==> src/rtl/regfile_wb_arbiter.sv <==
// Two-requester writeback arbiter for the single register-file write port.
// Optional staged-write forwarding compare is enabled with WB_ARB_FWD_EN.
module regfile_wb_arbiter #(
   parameter int ADDR_WIDTH = 5,
   parameter int DATA_WIDTH = 32,
   parameter int MAX_WAIT   = 4
) (
   input  logic                  clk,
   input  logic                  rst_n,
   input  logic                  a_valid_i,
   input  logic [ADDR_WIDTH-1:0] a_addr_i,
   input  logic [DATA_WIDTH-1:0] a_data_i,
   output logic                  a_ready_o,
   input  logic                  b_valid_i,
   input  logic [ADDR_WIDTH-1:0] b_addr_i,
   input  logic [DATA_WIDTH-1:0] b_data_i,
   output logic                  b_ready_o,
`ifdef WB_ARB_FWD_EN
   input  logic [ADDR_WIDTH-1:0] fwd_addr1_i,
   input  logic [ADDR_WIDTH-1:0] fwd_addr2_i,
   output logic                  fwd_hit1_o,
   output logic                  fwd_hit2_o,
   output logic [DATA_WIDTH-1:0] fwd_data_o,
`endif
   output logic                  we_o,
   output logic [ADDR_WIDTH-1:0] wr_addr_o,
   output logic [DATA_WIDTH-1:0] wr_data_o,
   output logic                  b_starved_o
);

   localparam logic [3:0] WAIT_MAX = 4'(MAX_WAIT);

   logic [3:0] wait_cnt;
   logic       stage_vld;
   logic       force_b;
   logic       grant_a;
   logic       grant_b;

   // Mode is implied by wait_cnt: below WAIT_MAX A has priority, at WAIT_MAX B is forced.
   always_comb begin
      force_b = b_valid_i && (wait_cnt == WAIT_MAX);
      grant_a = a_valid_i && !force_b;
      grant_b = b_valid_i && !grant_a;
   end

   assign a_ready_o   = rst_n && grant_a;
   assign b_ready_o   = rst_n && grant_b;
   assign b_starved_o = (wait_cnt == WAIT_MAX);
   assign we_o        = stage_vld && (wr_addr_o != '0);

   always_ff @(posedge clk or negedge rst_n) begin
      if (!rst_n) begin
         wait_cnt <= 4'd0;
      end else if (grant_b || !b_valid_i) begin
         wait_cnt <= 4'd0;
      end else if (wait_cnt != WAIT_MAX) begin
         wait_cnt <= wait_cnt + 4'd1;
      end
   end

   // Address/data hold when idle so forwarding compares stay quiet but stable.
   always_ff @(posedge clk or negedge rst_n) begin
      if (!rst_n) begin
         stage_vld <= 1'b0;
         wr_addr_o <= '0;
         wr_data_o <= '0;
      end else begin
         stage_vld <= grant_a || grant_b;
         if (grant_a) begin
            wr_addr_o <= a_addr_i;
            wr_data_o <= a_data_i;
         end else if (grant_b) begin
            wr_addr_o <= b_addr_i;
            wr_data_o <= b_data_i;
         end
      end
   end

`ifdef WB_ARB_FWD_EN
   assign fwd_hit1_o = we_o && (fwd_addr1_i == wr_addr_o);
   assign fwd_hit2_o = we_o && (fwd_addr2_i == wr_addr_o);
   assign fwd_data_o = wr_data_o;
`endif

endmodule

==> config.mk <==
export PLATFORM = sky130hd
export DESIGN_NAME = regfile_wb_arbiter
export DESIGN_NICKNAME = d
export VERILOG_FILES = /design/src/rtl/regfile_wb_arbiter.sv
export SDC_FILE = /design/constraint.sdc
export NUM_CORES = 1
export LEC_CHECK = 0
export ABC_CLOCK_PERIOD_IN_PS = 1650
export CORE_MARGIN = 2
export CORE_UTILIZATION = 33
export DETAILED_ROUTE_END_ITERATION = 10
export GPL_TIMING_DRIVEN = 0
export PLACE_DENSITY = 0.83
export SYNTH_ARGS = -nofsm -noshare
export SYNTH_HDL_FRONTEND = slang
export SYNTH_SLANG_ARGS = --single-unit
==> constraint.sdc <==
create_clock -name clk -period 1.65 [get_ports clk]
set_input_delay 0.33 -clock clk [delete_from_list [all_inputs] [get_ports clk]]
set_output_delay 0.33 -clock clk [all_outputs]
set_load 0.02 [all_outputs]
==> out/qor.yml <==
critical_path:
  slowest_stage: "or4_4"
  critPathKind: "flip-flop to primary output"
  cp.arrival_ps: 1550
  reg2reg_setup_slack_ps: -140
  critical_path.top_delay_family: "simple AND/OR/NAND/NOR gates"
  cp_num_buf_inv: 1
  max_stage_delay_ps: 530
  critical_path_required_ps: 1320
  cp-start-kind: "flip-flop"
  crit_path_max_fanout: 2
  end_kind: "primary output"
  cp_cell_sequence: "or4_4, o21a_1, buf_6"
synth:
  synth_ff_type: "dfrtp_1"
  netlist_area_sq_mm: 0.00188
  synth.avg_cell_area_sq_um: 12.5
  yosysWarnings: 0
  synth_fa_ha_area_frac: 0.0133
  yosys.area_share.simple: 0.169
  netlist.top_cell.by_area: "dfrtp_1"
  synth_top_family_by_area: "compound AO/OA/AOI/OAI gates"
  syn-num-nets: 231
  netlist_top_cells_count: "dfrtp_1, and2_1, a221o_1"
  synth_top_area_frac: 0.558
  synth_compound_area_frac: 0.207
  synthDistinctLibCells: 20
  synthTopCellsByArea: "dfrtp_1, a221o_1, and2_1, buf_6, and3_1"
  synth_xor_area_frac: 0.00930
  ys_ff_latch: 42
  synth_mux_area_frac: 0
  synthArstFlopShare: 1.00
  synth.most_common_cell: "dfrtp_1"
  synth_cells: 151
  synth_edf_count: 0
  synth_seq_area_share: 0.558
grt:
  antenna_found_initial: 0
  gr-usage-met1: 0.227
  use_met2: 0.340
  grt_max_degree: 37
  busiest_layer: "met2"
  grt_remaining_overflow: 0
  track_usage: 0.192
  grt_pass1_vias: 1992
  grtUsageMet3: 0.0622
  grt_first_pass_wirelength_um: 9390
layout:
  fin_area_sq_mm: 0.00356
  nets: 374
  area.growth.synth_to_final_pct: 89.0
  drive_above_1_share: 0.156
  diodes: 0
timing:
  finalHoldViolations: 0
  fmax_mhz: 533
  skew_ps: 10.7
  fin_tns_setup_ps: -2480
  relSlewSlack: 0.704
  fin_crit_sh: 1.14
  rsz0062_at_grt: "yes"
  fin_ws_ps: -226
  tightest_slew_ps: 444
  setup_viol: 31
  final-max-slew-violation-count: 0
  period_minus_slack_ps: 1880
power:
  p_leak_nw: 1.60
  power_density_mw_per_mm2: 746
  vdd_drop_max_mv: 0.450
route:
  wl_per_cell_um: 16.5
  detail-route-antenna-nets: 0
  routed_wl_um: 6070
  drc: 0
  drt_iter0_markers: 53
  vias: 1859
  dr.pass1.iters: 7
  via_per_inst: 5.07
place:
  gp_congestion: 0.695
  port_buffers: 118
  dp_hpwl_um: 4130
  place_area_sq_mm: 0.00317
die:
  coreArea_sq_mm: 0.00551
  die_w_um: 79.6
  start_util: 0.342
  die_h_um: 79.6
  die_area_sq_mm: 0.00633
  num_io_pins: 119
  rows: 27
clock_tree:
  insertion_delay_ps: 300
  clock_sinks: 42
  cts_root_buf: "clkbuf_8"
  htree_num_levels: 2
  path_clk_slew_ps: 90
  cts_buffer_depth: 2
  numCtsBuffers: 5
  cts_tree: "yes"
worst_hold_path:
  hold_path.class: "primary input to async pin"
flow_run:
  max-cap-violations: 0
run_status:
  violations: "negative setup slack"
  status: "complete, but fails checks"
[kinds of logic after synthesis]
kind of cell             Yosys count
adder cells (fa/ha/maj)            2
XOR/XNOR                           2
flip-flops                        42
buffers and inverters             15
AND/OR/NAND/NOR                   51
AO/OA/AOI/OAI                     39
[state kept, by name (all words and copies together), names as in the netlist]
signal     count
wr_data_o     32
wr_addr_o      5
stage_vld      1
wait_cnt       4
[where the power goes]
group	leakage [nW]	internal, mW	total, mW	switching, mW
sequential	0.513	1.12	1.16	0.0457
combinational	1.04	0.478	0.795	0.318
clock	0.0472	0.337	0.699	0.362
total	1.60	1.93	2.66	0.725
[area by class of cell]
| type | instances | area [sq um] |
|---|---|---|
| fillers | 443 | 1940 |
| clock inverters | 2 | 12.5 |
| clock buffers | 6 | 82.6 |
| inverters | 4 | 15.0 |
| flip-flops and latches | 42 | 1050 |
| plain buffers | 10 | 92.6 |
| repair buffers | 137 | 1440 |
| well taps | 72 | 90.1 |
| multi-input cells | 94 | 781 |
[what timing repair did]
| item | 4_1_cts | 5_1_grt |
|---|---|---|
| hold buffers | 1 | 0 |
| buffers inserted | 12 | 6 |
| cloned | 2 | 1 |
| setup endpoints to repair | 34 | 46 |
| pin swaps | 34 | 10 |
| hold endpoints to repair | 6 | 0 |
| resized for setup | 46 | 27 |
[cell usage in the layout, fill, tap and decap left out, types with 2 or more instances in the layout]
cell and instances:
clkbuf_1 2, inv_1 2, and2_1 38, buf_16 2, dlymetal6s2s_1 5, and3_1 5, clkdlybuf4s50_1 104, inv_2 2
dfrtp_1 42, buf_12 3, a221o_1 37, buf_4 7, buf_6 13, clkbuf_8 6, buf_8 3, clkbuf_2 2
dlygate4sd2_1 4
[routing by layer]
metal,routed length [um],part of all wire
met1,2580,0.42
met2,3020,0.50
met3,460,0.076
met4,13,0.0021
met5,0,0
[final timing paths]
| check | start | end | cells after the start |
|---|---|---|---|
| hold / removal | rst_n | wr_data_o[2]$_DFFE_PN0P_ | 2 |
| setup / recovery | wr_addr_o[4]$_DFFE_PN0P_ | we_o | 3 |
| hold reg to reg | wr_data_o[1]$_DFFE_PN0P_ | wr_data_o[1]$_DFFE_PN0P_ | 2 |
| setup reg to reg | wait_cnt[0]$_DFFE_PN0P_ | wr_data_o[22]$_DFFE_PN0P_ | 8 |
| max in group asynchronous | rst_n | wr_data_o[15]$_DFFE_PN0P_ | 2 |
| min in group clk | b_valid_i | wait_cnt[3]$_DFFE_PN0P_ | 2 |
[metrics by stage]
step	power (mW)	setup slack [ps]	std cells	util	hold WS, ps
global route	2.79	-293	367	0.647	46.9
floorplan	1.46	77.9	151	-	34.4
finish	2.66	-226	367	0.647	52.9
detailed placement	1.90	-844	342	0.576	198
CTS	2.66	-221	364	0.633	51.1
global placement	1.89	-1910	341	0.574	566
(Power assumes the default switching activity.)
